==> src/rtl/mem_arbiter_pkg.sv <==
// Shared types for the I/D memory arbiter: FSM states, owner encoding, default widths.
// No logic; imported by the interface, the arbiter and its starvation counter.
// Widths here fix the interface; MAX_WAIT stays a module parameter.
package mem_arbiter_pkg;
    localparam int ADDR_W       = 28;
    localparam int DATA_W       = 128;
    localparam int MAX_WAIT_DEF = 8;

    typedef enum logic [1:0] {IDLE, BUSY, RESP} state_t;
    typedef enum logic {OWN_I = 1'b0, OWN_D = 1'b1} owner_t;

    typedef logic [ADDR_W-1:0] addr_t;
    typedef logic [DATA_W-1:0] line_t;
endpackage

==> src/rtl/mem_arbiter_if.sv <==
// Cache-side and memory-side signals of the arbiter.
// master = arbiter view, slave = caches plus memory view.
// Requests are level-held until the matching one-cycle ready pulse.
interface mem_arbiter_if;
    import mem_arbiter_pkg::*;

    logic  i_read;
    logic  i_write;
    addr_t i_addr;
    line_t i_wdata;
    line_t i_rdata;
    logic  i_ready;

    logic  d_read;
    logic  d_write;
    addr_t d_addr;
    line_t d_wdata;
    line_t d_rdata;
    logic  d_ready;

    logic  mem_read;
    logic  mem_write;
    addr_t mem_addr;
    line_t mem_wdata;
    line_t mem_rdata;
    logic  mem_ready;

    modport master (
        input  i_read, i_write, i_addr, i_wdata,
        output i_rdata, i_ready,
        input  d_read, d_write, d_addr, d_wdata,
        output d_rdata, d_ready,
        output mem_read, mem_write, mem_addr, mem_wdata,
        input  mem_rdata, mem_ready
    );

    modport slave (
        output i_read, i_write, i_addr, i_wdata,
        input  i_rdata, i_ready,
        output d_read, d_write, d_addr, d_wdata,
        input  d_rdata, d_ready,
        input  mem_read, mem_write, mem_addr, mem_wdata,
        output mem_rdata, mem_ready
    );
endinterface

==> src/rtl/arb_starve_ctr.sv <==
// Grant decision (D over I) with a saturating count of I's consecutive losses.
// Grant is combinational; the count updates on the arbitration edge.
// No backpressure: arb_en marks the cycles in which a grant is actually taken.
module arb_starve_ctr
    import mem_arbiter_pkg::*;
#(
    parameter int MAX_WAIT = MAX_WAIT_DEF
) (
    input  logic   clk,
    input  logic   rst_n,
    input  logic   arb_en,
    input  logic   i_act,
    input  logic   d_act,
    output logic   grant_vld,
    output owner_t grant_own
);
    localparam int               CNT_W   = $clog2(MAX_WAIT + 1);
    localparam logic [CNT_W-1:0] CNT_MAX = CNT_W'(MAX_WAIT);

    logic [CNT_W-1:0] wait_cnt;
    logic [CNT_W-1:0] wait_cnt_d;

    always_comb begin
        grant_vld  = i_act | d_act;
        grant_own  = (i_act && (!d_act || wait_cnt == CNT_MAX)) ? OWN_I : OWN_D;
        wait_cnt_d = wait_cnt;
        if (arb_en) begin
            // Only a loss to D while I is waiting counts toward starvation.
            if (!i_act || grant_own == OWN_I) begin
                wait_cnt_d = '0;
            end else if (wait_cnt != CNT_MAX) begin
                wait_cnt_d = wait_cnt + 1'b1;
            end
        end
    end

    always_ff @(posedge clk or posedge rst_n) begin
        if (rst_n) begin
            wait_cnt <= '0;
        end else begin
            wait_cnt <= wait_cnt_d;
        end
    end
endmodule

==> src/rtl/mem_arbiter.sv <==
// Shares one memory port between I-cache and D-cache; response goes to the owner only.
// Latency: grant edge + memory latency + 1 cycle; all outputs registered.
// Requests are held by the caches and sampled only in IDLE; memory stalls via mem_ready.
module mem_arbiter
    import mem_arbiter_pkg::*;
#(
    parameter int MAX_WAIT = MAX_WAIT_DEF
) (
    input  logic          clk,
    input  logic          rst_n,
    mem_arbiter_if.master bus
);
    state_t state, state_d;
    owner_t owner, owner_d;
    logic   mem_read_d, mem_write_d;
    addr_t  mem_addr_d;
    line_t  mem_wdata_d;
    line_t  i_rdata_d, d_rdata_d;
    logic   i_ready_d, d_ready_d;

    logic   i_act, d_act, grant_vld;
    owner_t grant_own;

    assign i_act = bus.i_read | bus.i_write;
    assign d_act = bus.d_read | bus.d_write;

    arb_starve_ctr #(.MAX_WAIT(MAX_WAIT)) u_ctr (
        .clk       (clk),
        .rst_n     (rst_n),
        .arb_en    (state == IDLE),
        .i_act     (i_act),
        .d_act     (d_act),
        .grant_vld (grant_vld),
        .grant_own (grant_own)
    );

    always_comb begin
        state_d     = state;
        owner_d     = owner;
        mem_read_d  = bus.mem_read;
        mem_write_d = bus.mem_write;
        mem_addr_d  = bus.mem_addr;
        mem_wdata_d = bus.mem_wdata;
        i_rdata_d   = bus.i_rdata;
        d_rdata_d   = bus.d_rdata;
        i_ready_d   = 1'b0;
        d_ready_d   = 1'b0;
        case (state)
            IDLE: begin
                if (grant_vld) begin
                    owner_d = grant_own;
                    state_d = BUSY;
                    // A write takes precedence over a read raised in the same cycle.
                    if (grant_own == OWN_I) begin
                        mem_write_d = bus.i_write;
                        mem_read_d  = bus.i_read & ~bus.i_write;
                        mem_addr_d  = bus.i_addr;
                        mem_wdata_d = bus.i_wdata;
                    end else begin
                        mem_write_d = bus.d_write;
                        mem_read_d  = bus.d_read & ~bus.d_write;
                        mem_addr_d  = bus.d_addr;
                        mem_wdata_d = bus.d_wdata;
                    end
                end
            end
            BUSY: begin
                if (bus.mem_ready) begin
                    mem_read_d  = 1'b0;
                    mem_write_d = 1'b0;
                    state_d     = RESP;
                    if (owner == OWN_I) begin
                        i_rdata_d = bus.mem_rdata;
                        i_ready_d = 1'b1;
                    end else begin
                        d_rdata_d = bus.mem_rdata;
                        d_ready_d = 1'b1;
                    end
                end
            end
            // The owner still holds its stale request here; skip arbitration for one cycle.
            RESP:    state_d = IDLE;
            default: state_d = IDLE;
        endcase
    end

    always_ff @(posedge clk or posedge rst_n) begin
        if (rst_n) begin
            state         <= IDLE;
            owner         <= OWN_I;
            bus.mem_read  <= 1'b0;
            bus.mem_write <= 1'b0;
            bus.mem_addr  <= '0;
            bus.mem_wdata <= '0;
            bus.i_rdata   <= '0;
            bus.d_rdata   <= '0;
            bus.i_ready   <= 1'b0;
            bus.d_ready   <= 1'b0;
        end else begin
            state         <= state_d;
            owner         <= owner_d;
            bus.mem_read  <= mem_read_d;
            bus.mem_write <= mem_write_d;
            bus.mem_addr  <= mem_addr_d;
            bus.mem_wdata <= mem_wdata_d;
            bus.i_rdata   <= i_rdata_d;
            bus.d_rdata   <= d_rdata_d;
            bus.i_ready   <= i_ready_d;
            bus.d_ready   <= d_ready_d;
        end
    end
endmodule

==> src/flat_wrapper.sv <==
// flat-port wrapper written by rule: the top's interface ports become plain ports
module mem_arbiter_flat import mem_arbiter_pkg::*;
#(
    parameter int MAX_WAIT = MAX_WAIT_DEF
)
  (clk, rst_n, bus_i_read, bus_i_write, bus_i_addr, bus_i_wdata, bus_i_rdata, bus_i_ready, bus_d_read, bus_d_write, bus_d_addr, bus_d_wdata, bus_d_rdata, bus_d_ready, bus_mem_read, bus_mem_write, bus_mem_addr, bus_mem_wdata, bus_mem_rdata, bus_mem_ready);
  mem_arbiter_if bus_i ();
  input  logic clk;
  input  logic rst_n;
  input wire logic [$bits(bus_i.i_read)-1:0] bus_i_read;
  input wire logic [$bits(bus_i.i_write)-1:0] bus_i_write;
  input wire logic [$bits(bus_i.i_addr)-1:0] bus_i_addr;
  input wire logic [$bits(bus_i.i_wdata)-1:0] bus_i_wdata;
  output wire logic [$bits(bus_i.i_rdata)-1:0] bus_i_rdata;
  output wire logic [$bits(bus_i.i_ready)-1:0] bus_i_ready;
  input wire logic [$bits(bus_i.d_read)-1:0] bus_d_read;
  input wire logic [$bits(bus_i.d_write)-1:0] bus_d_write;
  input wire logic [$bits(bus_i.d_addr)-1:0] bus_d_addr;
  input wire logic [$bits(bus_i.d_wdata)-1:0] bus_d_wdata;
  output wire logic [$bits(bus_i.d_rdata)-1:0] bus_d_rdata;
  output wire logic [$bits(bus_i.d_ready)-1:0] bus_d_ready;
  output wire logic [$bits(bus_i.mem_read)-1:0] bus_mem_read;
  output wire logic [$bits(bus_i.mem_write)-1:0] bus_mem_write;
  output wire logic [$bits(bus_i.mem_addr)-1:0] bus_mem_addr;
  output wire logic [$bits(bus_i.mem_wdata)-1:0] bus_mem_wdata;
  input wire logic [$bits(bus_i.mem_rdata)-1:0] bus_mem_rdata;
  input wire logic [$bits(bus_i.mem_ready)-1:0] bus_mem_ready;
  assign bus_i.i_read = bus_i_read;
  assign bus_i.i_write = bus_i_write;
  assign bus_i.i_addr = bus_i_addr;
  assign bus_i.i_wdata = bus_i_wdata;
  assign bus_i_rdata = bus_i.i_rdata;
  assign bus_i_ready = bus_i.i_ready;
  assign bus_i.d_read = bus_d_read;
  assign bus_i.d_write = bus_d_write;
  assign bus_i.d_addr = bus_d_addr;
  assign bus_i.d_wdata = bus_d_wdata;
  assign bus_d_rdata = bus_i.d_rdata;
  assign bus_d_ready = bus_i.d_ready;
  assign bus_mem_read = bus_i.mem_read;
  assign bus_mem_write = bus_i.mem_write;
  assign bus_mem_addr = bus_i.mem_addr;
  assign bus_mem_wdata = bus_i.mem_wdata;
  assign bus_i.mem_rdata = bus_mem_rdata;
  assign bus_i.mem_ready = bus_mem_ready;
  mem_arbiter #(.MAX_WAIT(MAX_WAIT)) u_core (.clk(clk), .rst_n(rst_n), .bus(bus_i));
endmodule
==> config.mk <==
export PLATFORM = sky130hd
export DESIGN_NAME = mem_arbiter_flat
export DESIGN_NICKNAME = d
export VERILOG_FILES = /design/src/rtl/mem_arbiter_pkg.sv /design/src/rtl/mem_arbiter_if.sv /design/src/rtl/arb_starve_ctr.sv /design/src/rtl/mem_arbiter.sv /design/src/flat_wrapper.sv
export SDC_FILE = /design/constraint.sdc
export NUM_CORES = 1
export LEC_CHECK = 0
export CORE_AREA = 4 4 330 332
export DETAILED_ROUTE_END_ITERATION = 7
export DIE_AREA = 0 0 334 336
export GPL_ROUTABILITY_DRIVEN = 0
export PLACE_DENSITY = 0.52
export SLEW_MARGIN = 30
export SYNTH_ARGS = -nofsm -noshare
export SYNTH_HDL_FRONTEND = slang
export SYNTH_SLANG_ARGS = --single-unit
==> constraint.sdc <==
create_clock -name clk -period 15 [get_ports clk]
set_clock_uncertainty 0.15 [all_clocks]
set_input_delay 2.25 -clock clk [delete_from_list [all_inputs] [get_ports clk]]
set_output_delay 2.25 -clock clk [all_outputs]
set_load 0.005 [all_outputs]
==> results <==
- The run finished with clean final reports.
- By area the synthesized netlist is led by dfrtp_1 (60%), mux2_2 (9.4%), mux2_4 (9.3%), a21oi_1 (9.0%), nand2_1 (3.5%).
- In this design, the largest share of critical-path delay is due to buffers and inverters.
- The critical register-to-register path startpoint is u_core.u_ctr.wait_cnt[0].
- In this run the critical register-to-register path is captured at u_core.bus.mem_wdata[31].
- In the global route stage, overall resource usage came out at 0.142.
- VDD sags by at most 0.131 mV.
- Yosys mapped a number of flops with a built-in enable equal to 0.
- The maximum fanout along the worst path is 133.
- Data on the critical path arrives at its endpoint at 5390 ps.
- The count of placed standard cells in the final layout, fillers left out is 3742.
- The synthesized design contains 423 register bits.
- The clock latency of the later-clocked register in the worst-skew pair is 600 ps.
- For the pin with the worst max-slew slack, the measured transition is 941 ps.
- The buffering stage count on the worst path with inverters included is 5.
- The first global-routing pass estimated 115000 um of wire.
- The slowest cell on the critical path is buf_4.
- The accumulated negative setup slack is 0 ps.
- The die is 336 um tall.
- From synthesis to final layout, the design area changed by 67.6%.
- The min-delay analysis places its worst path in the category register to register.
- In the final design database the tool counted 2741 nets.
- The total length of routed wires is 83600 um.
- The final worst-path cycle share is 0.326.
- The area of the mapped netlist is 0.0175 mm^2.
- 863 I/O pins were placed.
- The first detailed-routing pass took 5 iterations.
- Tracing the worst setup path back leads to its startpoint at rst_n.
- The final-report setup violation count is 0.
- The count of mapped cells out of synthesis is 1451.
- By instance count, the leading cell after synthesis is dfrtp_1.
- Summing over every cut layer, the via total after detailed routing is 14515.
- The cell type with the largest total area after synthesis is dfrtp_1.
- After the first detailed-routing iteration, the DRC count stood at 733.
- The floorplan step defined a die boundary enclosing 0.112 mm^2.
- The fraction of layout instances using a drive strength above 1 is 0.160.
- Final hold analysis gives a worst-case slack of 352 ps.
- For this run, the number of Yosys warnings is 0.
- In this run, post-CTS hold repair placed 0 buffers.
- The post-synthesis cell type count is 33.
- After clock tree synthesis, the clock-pin slew on the worst setup and hold paths is 60 ps.
- The top-area cell type share of the netlist area is 0.604.
- The worst setup path is launched from an input pin.
- The core outline area is 0.106 mm^2.
- The share of the Yosys chip area taken by registers is 0.604.
- The clock root buffer is clkbuf_16.
- Counting cells, the worst reg-to-reg path comes to 7.
- Buffers placed on the I/O ports in this run total 862.
- The required time of the worst setup path is 15500 ps.
- The post-route core utilization is 0.276.
- For this configuration, the core starts out at a cell density of 0.165.
- The number of buffers created by CTS is 51.
- The largest single stage delay on the critical path is 650 ps.
- The number of placed instances, taps included is 3642.
- The fraction of synthesis flops using an asynchronous set or reset pin is 1.00.
- The worst path needs 4890 ps of the cycle, external delays included.
- The post-route antenna net violation count is 0.
- The via count of the first global-routing pass is 14776.
- In this run the post-CTS setup repair buffer count came out at 0.
- The critical path crosses 5 cells after its start point.
- The critical path class is input pin to async pin.
- The number of rows created at floorplan is 120.
- The clock tree from TritonCTS is built.
- Synthesis produced a netlist with a net count of 1900.
- The buffer depth of the longest clock path is 3.
- Based on the critical path, the design can be clocked at up to 0.204 GHz.
- The die is 334 um wide.
- Traced cell by cell, the critical path runs through clkdlybuf4s50_1, inv_8, buf_12, buf_4, buf_6.
- The leakage power total is 0.0123 uW.
- The maximum level of the CTS H-tree is 2.
- The number of filler cells placed in the layout is 11145.
- The number of remaining DRC errors is 0.
- For flop-to-flop paths, the worst setup slack is 11990 ps.
- By count the netlist is led by dfrtp_1 (423), a21oi_1 (316), nand2_1 (162).
- The number of antenna violations at the first check in global routing came to 21.
- The total power per unit cell area is 218 mW/mm^2.
- The number of pins with negative max-slew slack in the final report is 0.
- Headroom to the max-slew limit came out at 0.372.
- The HPWL reported at the end of detailed placement is 65200 um.
- Summed over all layers, the global routing overflow is 0.
- Setup repair after global routing left no endpoint under its margin.
- The count of instances resized after the clock tree is built is 0.
- The most used flip-flop cell after synthesis is dfrtp_1.
- The synthesized area per cell is 12.1 um^2.
- Clock tree synthesis found a total of 423 sinks.
- The tool flagged a number of max-cap violations equal to 0.
- The average vias per placed instance is 3.88.
- The total count of hold-check failures in the final report is 0.
- Following the worst setup path forward leads to its endpoint at u_core.bus.d_rdata[91].
- The critical path capture point type is an async pin.
- Entering global routing, the biggest net connects 134 pins.
- The average detailed-routed wire length per instance is 22.3 um.
[layout make-up]
type,instances,area (um^2),area share
clock buffers,74,1530,0.0522
multi-input cells,926,6360,0.216
flip-flops and latches,423,10600,0.360
repair buffers,884,8870,0.302
inverters,6,30.0,0.00102
diodes,6,15.0,0.000511
well taps,1403,1760,0.0597
clock inverters,20,243,0.00826
[metrics by stage]
| stage | area, um^2 | setup WS (ps) | power, uW |
|---|---|---|---|
| 5_1_grt | 29400 | 9670 | 6800 |
| 2_1_floorplan | 17500 | 823 | 3260 |
| 4_1_cts | 29400 | 9990 | 6520 |
| 6_report | 29400 | 10110 | 6400 |
| 3_3_place_gp | 27500 | 8950 | 5140 |
| 3_5_place_dp | 27600 | 9310 | 5170 |
[sequential cells by signal, summed over array words and instances (netlist names), 2 cells and up]
signal                 cells
u_core.u_ctr.wait_cnt      4
u_core.bus.mem_wdata     128
u_core.bus.mem_addr       28
u_core.bus.i_rdata       128
u_core.state               2
u_core.bus.d_rdata       128
[cell families after synthesis]
kind of cell,count (synthesis),share of synthesized area
multiplexers,256,0.188
buffers and inverters,102,0.0367
flip-flops,423,0.604
AND/OR/NAND/NOR,339,0.0749
adder cells (fa/ha/maj),2,0.00143
AO/OA/AOI/OAI,329,0.0955
[power breakdown]
part           internal (uW)  leakage (uW)  total, uW  switching, uW
logic                   1710       0.00648       3010           1300
clock network            793      0.000886       1310            516
registers               1730       0.00493       2080            357
[how the worst min path moves through the flow]
stage	start	to	cells after the start
finish	u_core.bus.d_rdata[122]	u_core.bus.d_rdata[122]	1
floorplan	u_core.bus.mem_write	u_core.bus.mem_write	2
detailed placement	u_core.bus.d_rdata[90]	u_core.bus.d_rdata[90]	1
global placement	u_core.bus.d_rdata[121]	u_core.bus.d_rdata[121]	1
global route	u_core.bus.i_rdata[122]	u_core.bus.i_rdata[122]	1
CTS	u_core.bus.d_rdata[123]	u_core.bus.d_rdata[123]	1
[metal layers]
layer | vias to the layer above | track usage | routed length [um]
met5 | - | 0 | 43
met4 | 6 | 0.0596 | 3590
met3 | 135 | 0.0582 | 8300
met2 | 618 | 0.222 | 37900
met1 | 7087 | 0.172 | 33800
li1 | 6669 | - | -
[cells in the final DEF, fill, tap and decap left out, types with 4 or more instances in the layout]
master	netlist	final
clkbuf_1	12	7
mux2_4	109	109
mux2_2	147	147
clkbuf_16	0	52
a21oi_1	316	316
nor2_1	161	161
diode_2	0	6
bufinv_16	0	5
nand2_1	162	162
buf_4	5	15
inv_1	5	4
dfrtp_1	423	423
clkbuf_8	0	15
clkdlybuf4s50_1	0	862
clkinv_2	0	12
(Power assumes the default switching activity.)
